$ cat config.mk
export PLATFORM = sky130hd
export DESIGN_NAME = instruction_fetch
export DESIGN_NICKNAME = d
export VERILOG_FILES = /design/src/rtl/instruction_fetch.sv
export SDC_FILE = /design/constraint.sdc
export NUM_CORES = 1
export LEC_CHECK = 0
export ABC_AREA = 1
export CAP_MARGIN = 10
export CELL_PAD_IN_SITES_DETAIL_PLACEMENT = 1
export CELL_PAD_IN_SITES_GLOBAL_PLACEMENT = 1
export CORE_ASPECT_RATIO = 1.2
export CORE_MARGIN = 10
export CORE_UTILIZATION = 33
export CTS_CLUSTER_DIAMETER = 60
export DETAILED_ROUTE_END_ITERATION = 8
export GPL_TIMING_DRIVEN = 0
export PLACE_DENSITY_LB_ADDON = 0.08
export SETUP_SLACK_MARGIN = 0.4
export SLEW_MARGIN = 20
export SYNTH_ARGS = -nofsm -noshare
export SYNTH_HDL_FRONTEND = slang
export SYNTH_SLANG_ARGS = --single-unit
$ cat constraint.sdc
create_clock -name clk -period 1.5 [get_ports clk]
set_clock_uncertainty 0.05 [all_clocks]
set_input_delay 0.375 -clock clk [delete_from_list [all_inputs] [get_ports clk]]
set_output_delay 0.375 -clock clk [all_outputs]
set_load 0.02 [all_outputs]
$ cat src/rtl/instruction_fetch.sv
// ----------------------------------------------------------------------------
// instruction_fetch
//
// Fetch stage for a word-addressable instruction memory with a one-cycle
// synchronous read. Owns the program counter, drives a word address every
// cycle and hands an in-order {instr, pc, valid} triple to decode.
//
// Handshake: if_valid is the valid, !stall is the ready. A word transfers to
// decode on a cycle where if_valid && !stall. While stall is high the if_*
// outputs are frozen. branch_taken outranks stall and discards both the
// word on if_* and the word in flight.
//
// Ports
//   clk, rst        rising-edge clock, synchronous active-high reset
//   stall           decode cannot accept if_* this cycle
//   branch_taken    redirect request, sampled at posedge
//   branch_target   word address to fetch after a redirect
//   mem_addr        word address to memory (combinational from fetch_pc)
//   mem_data        memory read data, valid the cycle after mem_addr
//   if_instr        registered instruction to decode (NOP_WORD when invalid)
//   if_pc           registered word address of if_instr
//   if_valid        if_instr/if_pc carry a real instruction
//   dbg_state       current FSM state (0 FILL, 1 RUN, 2 STALL)
// ----------------------------------------------------------------------------
module instruction_fetch #(
    parameter logic [31:0] RESET_PC = 32'h0,
    parameter logic [31:0] NOP_WORD = 32'h0
) (
    input  logic        clk,
    input  logic        rst,
    input  logic        stall,
    input  logic        branch_taken,
    input  logic [31:0] branch_target,
    output logic [31:0] mem_addr,
    input  logic [31:0] mem_data,
    output logic [31:0] if_instr,
    output logic [31:0] if_pc,
    output logic        if_valid,
    output logic [1:0]  dbg_state
);

    typedef enum logic [1:0] {
        S_FILL  = 2'd0,
        S_RUN   = 2'd1,
        S_STALL = 2'd2
    } state_t;

    state_t      state_q;
    state_t      state_d;

    logic [31:0] fetch_pc;
    logic [31:0] req_pc;
    logic        req_valid;
    logic [31:0] hold_instr;
    logic [31:0] hold_pc;
    logic        hold_valid;

    // Control strobes decoded from state and inputs.
    logic        flush;
    logic        freeze;
    logic        capture_hold;

    assign mem_addr  = fetch_pc;
    assign dbg_state = state_q;

    // ------------------------------------------------------------------
    // State register
    // ------------------------------------------------------------------
    always_ff @(posedge clk) begin
        if (rst) begin
            state_q <= S_FILL;
        end else begin
            state_q <= state_d;
        end
    end

    // ------------------------------------------------------------------
    // Next-state logic: branch_taken > stall > normal
    // ------------------------------------------------------------------
    always_comb begin
        state_d = state_q;
        if (branch_taken) begin
            state_d = S_FILL;
        end else if (stall) begin
            state_d = S_STALL;
        end else begin
            state_d = S_RUN;
        end
    end

    // ------------------------------------------------------------------
    // Output/control logic
    // ------------------------------------------------------------------
    // Only in RUN is a live word guaranteed on mem_data: FILL has nothing
    // in flight yet and STALL already dropped req_valid on its first edge,
    // so the skid buffer is written at most once per stall episode.
    always_comb begin
        flush        = 1'b0;
        freeze       = 1'b0;
        capture_hold = 1'b0;
        if (branch_taken) begin
            flush = 1'b1;
        end else if (stall) begin
            freeze       = 1'b1;
            capture_hold = (state_q == S_RUN) && req_valid && !hold_valid;
        end
    end

    // ------------------------------------------------------------------
    // Datapath
    // ------------------------------------------------------------------
    always_ff @(posedge clk) begin
        if (rst) begin
            fetch_pc   <= RESET_PC;
            req_pc     <= 32'h0;
            req_valid  <= 1'b0;
            hold_instr <= NOP_WORD;
            hold_pc    <= 32'h0;
            hold_valid <= 1'b0;
            if_instr   <= NOP_WORD;
            if_pc      <= 32'h0;
            if_valid   <= 1'b0;
        end else if (flush) begin
            fetch_pc   <= branch_target;
            req_valid  <= 1'b0;
            hold_valid <= 1'b0;
            if_valid   <= 1'b0;
            if_instr   <= NOP_WORD;
        end else if (freeze) begin
            if (capture_hold) begin
                hold_instr <= mem_data;
                hold_pc    <= req_pc;
                hold_valid <= 1'b1;
            end
            // The word the memory reads at this edge is dropped; fetch_pc
            // is frozen, so the same address is requested again on release.
            req_valid <= 1'b0;
        end else begin
            if (hold_valid) begin
                if_instr   <= hold_instr;
                if_pc      <= hold_pc;
                if_valid   <= 1'b1;
                hold_valid <= 1'b0;
            end else begin
                if_instr <= req_valid ? mem_data : NOP_WORD;
                if_pc    <= req_pc;
                if_valid <= req_valid;
            end
            req_pc    <= fetch_pc;
            req_valid <= 1'b1;
            fetch_pc  <= fetch_pc + 32'd1;   // wraps modulo 2^32
        end
    end

endmodule

==> impl_metrics.tcl, run 1 <==
set metrics [dict create \
    run_status "complete, but fails checks" \
    violations "setup timing" \
    antenna_cells 0 \
    p_leak_nw 6.67 \
    dp_hpwl_mm 24.7 \
    p_sw_share_pct 30.6 \
    numPlacedInstances 1668 \
    grt_first_pass_wirelength_mm 59.9 \
    dr_wl_met2_mm 22.7 \
    synth_seq_area_share_pct 46.9 \
    relSlewSlack_pct 38.9 \
    finalNonFillerCells 1827 \
    fin_tns_setup_ps -4260 \
    numPortBuffers 165 \
    nets 1558 \
    syn-num-nets 1247 \
    seqPwrFrac_pct 45.0 \
    combPwrFrac_pct 16.6 \
    whs_ps 231 \
    drt-met1-wl_mm 17.0 \
    start_kind "register" \
    synth_area_mm2 0.00841 \
    hold_violations 0 \
    synth_top_flop_cell "dfxtp_1" \
    synth_edf_count 0 \
    core_area_mm2 0.0249 \
    drt_iter0_markers 530 \
    clockBufferDepth 2 \
    drv_cap 0 \
    worstSetupPathType "reg -> reg" \
    setup.worst_path.end_class "register" \
    ant_nets 0 \
    ys_types 32 \
    io_pins 167 \
    power_density_mw_per_mm2 816 \
    hp-class "in -> reg" \
    mostFrequentLayoutCells "buf_6 (146), nor2_1 (145), nand2_1 (107)" \
    drtPass1Iterations 5 \
    grt_max_degree 20 \
    start_util_pct 33.8 \
    fin_ws_ps -146 \
    internal_power_mw 8.74 \
    num_rows 63 \
    highest_layer "met4" \
    setup_viol 80 \
    final_common_cell "buf_6" \
    viasPerCell 5.32 \
    synth_top_area_share_pct 46.9 \
    cts_buffers 17 \
    fill_cells 2788 \
    p_clk_share_pct 38.4 \
    cts.sinks 197 \
    drive_above_1_share_pct 51.9 \
    gr-total-overflow 0 \
    min_period_ps 1650 \
    netlist_instances 1178 \
    multi_input_area_mm2 0.00559 \
    finalMaxSlewViolations 0 \
    track_usage_pct 23.0 \
    regArea_mm2 0.00415 \
    wirelength_mm 43.1 \
    cts_root_buf "clkbuf_16" \
    antenna_found_initial 0 \
    avgSynthCellArea_um2 7.14 \
    routed-wl-met3_mm 1.64 \
    yosys-top-cells-area "dfxtp_1 (47%), nand2_1 (9.0%), nor2_1 (8.9%)" \
    wl_per_cell_um 23.6 \
    vias 9712 \
    gp_congestion 0.880 \
    die_w_um 166 \
    net-switching-power_mw 3.85 \
    critical_path_arrival_ps 1950 \
    drc 0 \
    cts_tree "built" \
    rsz0062_at_grt "true" \
    cp.required_ps 1810 \
    synth_seq_cells 197 \
    ys_warn_count 0 \
    clk_latency_ps 460 \
    htreeDepth 4 \
    vdd_drop_max_v 0.000811 \
    die_y_um 195 \
    clk_pin_slew_ps 80 \
    die_area_mm2 0.0323 \
    max_freq_mhz 608 \
    post-route-period-util_pct 110 \
    cp_max_fo 5 \
    area_delta_synth_final_pct 83.4 \
    worstMarginPinSlew_ps 916 \
    synthArstFlopShare_pct 0 \
    yosysTopAreaCell "dfxtp_1" \
    grt_pass1_vias 10300 \
]
==> registers in the layout (all words and copies together), names as in the netlist <==
register and flops:
if_valid 1, hold_instr 32, hold_valid 1, hold_pc 32, if_pc 32, dbg_state 2, mem_addr 32, if_instr 32
req_valid 1, req_pc 32
==> power groups by stage <==
stage / combinational (mW) / clock [mW] / sequential, mW
2_1_floorplan: 0.630 / 0 / 5.81
3_3_place_gp: 1.49 / 0 / 5.73
3_5_place_dp: 1.51 / 0 / 5.73
4_1_cts: 1.87 / 4.79 / 5.64
5_1_grt: 2.22 / 5.08 / 5.68
6_report: 2.09 / 4.83 / 5.66
==> layout make-up <==
| type | instances | share of cell area, % |
|---|---|---|
| flip-flops and latches | 197 | 26.9 |
| multi-input cells | 804 | 36.3 |
| repair buffers | 293 | 21.3 |
| clock inverters | 15 | 1.06 |
| clock buffers | 17 | 2.76 |
| plain buffers | 75 | 6.54 |
| inverters | 101 | 2.59 |
| well taps | 325 | 2.64 |
==> cells by family (layout without fill, tap and decap cells) <==
family / after synthesis / count (layout) / share of synthesized area, %
buf+inv: 177 / 501 / 8.33
flops: 197 / 197 / 46.9
simple gates: 515 / 515 / 25.9
fa+ha+maj: 1 / 1 / 0.149
compound gates: 288 / 288 / 18.7
==> metrics by stage <==
| step | util [%] | cell area, um2 | power, mW | worst slack (ps) |
|---|---|---|---|---|
| 4_1_cts | 56.9 | 14200 | 12.3 | -132 |
| 3_5_place_dp | 44.1 | 11000 | 7.23 | -1180 |
| 5_1_grt | 61.9 | 15400 | 13.0 | -250 |
| 2_1_floorplan | - | 8920 | 6.44 | -42.7 |
| 6_report | 61.9 | 15400 | 12.6 | -146 |
| 3_3_place_gp | 44.1 | 11000 | 7.22 | -1180 |
==> routing by layer <==
| metal | vias to the layer above | global-route usage, % |
|---|---|---|
| li1 | 4500 | - |
| met1 | 4843 | 25.6 |
| met2 | 282 | 41.8 |
| met3 | 87 | 4.98 |
| met4 | 0 | 8.84 |
| met5 | - | 0 |
==> cells in the mapped netlist, types with 5 or more instances <==
master / count
o211ai_1: 44
a21oi_1: 88
inv_1: 98
buf_2: 20
clkbuf_1: 47
buf_1: 7
nor2_2: 5
nand4_1: 13
nand3_1: 72
nor2_1: 200
dfxtp_1: 197
o21ai_0: 147
nand3b_1: 5
nand2_1: 201
==> timing repair <==
action	4_1_cts	5_1_grt
gates resized for setup	1060	242
setup endpoints to repair	296	281
buffers inserted	80	26
hold endpoints to repair	0	0
pin swaps	69	81
gates cloned	17	5
hold buffers	0	0
==> critical path: stages, from the launching register on <==
cell      delay, ps
dfxtp_4         380
ha_4            150
nand2_4          60
nor2_4          210
nand2_4          90
nor2_4          210
nand2_4         110
o21ai_2         120
nand3b_1         80
nand2_1          60
inv_1            30
==> worst paths after layout <==
| kind | cells past startpoint | startpoint | endpoint | slack (ps) |
|---|---|---|---|---|
| worst min-delay path | 4 | branch_taken | dbg_state[1] | 230 |
| worst max register to register | 10 | mem_addr[0] | mem_addr[24] | -150 |
| worst max-delay path | 10 | mem_addr[0] | mem_addr[24] | -150 |
| worst min register to register | 2 | hold_pc[24] | hold_pc[24] | 440 |
Power figures use the tool's default switching activity.
==> run 2, diff against run 1 <==
CORE_UTILIZATION = 41   (was 33)
CTS_BUF_LIST = sky130_fd_sc_hd__clkbuf_4 sky130_fd_sc_hd__clkbuf_8   (was unset)
clock period = 1.9 ns   (was 1.5 ns; I/O delays follow)
==> run 2 against run 1 <==
Net effect:
- the flow now finishes without violations
- die area is 17% lower
- cell count down 5.1%
- largest cell class is now sequential cells
- sequential power is 22% lower
- non-clock buffer count fell by 33
- fmax decreased by 5.9%
- core utilization is 0.22 points lower
- wire length is 11% lower
- sequential share of layout area increased by 6.4 points
- power down 32%
- sequential cell count unchanged
- via count rose by 0.22%
==> impl_metrics.tcl, run 2 (synthesis results as in run 1) <==
set metrics [dict create \
    power_density_mw_per_mm2 687 \
    p_leak_nw 5.35 \
    cp_max_fo 5 \
    multi_input_area_mm2 0.00413 \
    run_status "completed" \
    rr_endpoint "mem_addr[16]" \
    grt_max_degree 20 \
    cts_buffers 17 \
    setup_viol 0 \
    vias 9733 \
    start_kind "register" \
    viasPerCell 5.61 \
    grt_first_pass_wirelength_mm 54.1 \
    die_w_um 151 \
    cts_tree "built" \
    relSlewSlack_pct 48.5 \
    regArea_mm2 0.00414 \
    numPortBuffers 165 \
    gr-total-overflow 0 \
    r2r_cells 10 \
    final_common_cell "nand2_1" \
    hold_violations 0 \
    max_freq_mhz 572 \
    antenna_cells 0 \
    track_usage_pct 25.6 \
    worstSetupPathType "reg -> reg" \
    die_y_um 177 \
    whs_ps 444 \
    die_area_mm2 0.0267 \
    wl_per_cell_um 22.1 \
    cts.sinks 197 \
    hp-class "reg -> reg" \
    area_delta_synth_final_pct 48.1 \
    num_rows 57 \
    drt_iter0_markers 712 \
    drtPass1Iterations 5 \
    min_period_ps 1750 \
    post-route-period-util_pct 92.1 \
    ant_nets 0 \
    finalMaxSlewViolations 0 \
    cts_hold_buf 0 \
    fin_ws_ps 151 \
    clockBufferDepth 2 \
    final_core_util_pct 61.7 \
    antenna_found_initial 0 \
    grt_pass1_vias 9899 \
    mostFrequentLayoutCells "nand2_1 (192), nor2_1 (173), o21ai_0 (124)" \
    start_util_pct 41.7 \
    dp_slack_ps -848 \
    core_area_mm2 0.0202 \
    r2r_setup_slack_ps 150 \
    r2r-start "mem_addr[0]" \
    drive_above_1_share_pct 32.2 \
    gp_congestion 0.923 \
    fill_cells 2500 \
    clk_latency_ps 480 \
    startpoint "mem_addr[0]" \
    vdd_drop_max_v 0.000544 \
    worstMarginPinSlew_ps 773 \
    setup.worst_path.end_class "register" \
    rsz0062_at_grt "true" \
    wirelength_mm 38.3 \
    cp.required_ps 2240 \
    nets 1525 \
    drc 0 \
    clk_pin_slew_ps 120 \
    htreeDepth 4 \
    cts_root_buf "clkbuf_8" \
    dp_hpwl_mm 23.3 \
    critPathCapture "mem_addr[16]" \
    critical_path_arrival_ps 2090 \
    io_pins 167 \
    drv_cap 0 \
]
==> run 2: changes by cell type in the layout (fill, tap and decap cells not counted), sizes merged <==
cell,previous run,this run
bufinv,1,0
clkdlybuf4s15,0,1
dlygate4sd2,0,1
clkinv,4,5
clkbuf,75,69
buf,246,219
inv,109,107
==> run 2: worst min path at each step <==
stage / to / cells past startpoint / start / slack [ps]
CTS: dbg_state[1] / 4 / branch_taken / 410
finish: hold_instr[25] / 2 / hold_instr[25] / 440
global route: hold_pc[5] / 2 / hold_pc[5] / 460
detailed placement: hold_instr[5] / 2 / hold_instr[5] / 420
floorplan: hold_pc[17] / 2 / req_pc[17] / 400
global placement: hold_pc[7] / 2 / hold_pc[7] / 410
==> run 2: cell type report <==
type / count / share of cell area (%)
Clock inverter: 13 / 1.12
Timing Repair Buffer: 259 / 21.0
Clock buffer: 19 / 2.00
Buffer: 76 / 3.68
Sequential cell: 197 / 33.3
Inverter: 101 / 3.13
Tap cell: 265 / 2.66
Multi-Input combinational cell: 804 / 33.1
==> run 2: repair_timing <==
item,CTS,global route
pin swaps,20,33
cloned,1,1
setup buffers,73,19
resized for setup,750,182
endpoints found under the setup margin,296,252
==> run 2: stage by stage <==
stage / instance area, um2 / instances / setup TNS (ps) / power [mW]
after floorplan: 8450 / 1178 / 0 / 5.02
after global placement: 10400 / 1608 / -119770 / 5.60
after detailed placement: 10400 / 1608 / -122240 / 5.62
after CTS: 11800 / 1714 / 0 / 8.40
after global routing: 12500 / 1734 / 0 / 8.86
final: 12500 / 1734 / 0 / 8.55
==> run 2: critical path, stage by stage, from the launching register on <==
cell	delay, ps
dfxtp_4	400
ha_4	150
nand2_4	50
nor2_4	170
nand2_2	130
nor2_4	240
nand3_1	150
nand3_2	110
nand3_1	90
nand2_1	80
inv_1	40
==> run 2: where the power goes <==
| part | total (mW) | internal (mW) | switching (mW) |
|---|---|---|---|
| clock | 2.75 | 1.01 | 1.75 |
| combinational | 1.38 | 0.599 | 0.783 |
| sequential | 4.42 | 4.27 | 0.145 |
| total | 8.55 | 5.88 | 2.67 |
==> run 2: metal layers <==
layer	global-route usage (%)	share of wire, %	wire, um
met1	28.9	37	14200
met2	45.0	50	19300
met3	4.53	6.5	2500
met4	13.2	6.1	2330
met5	0	0	0
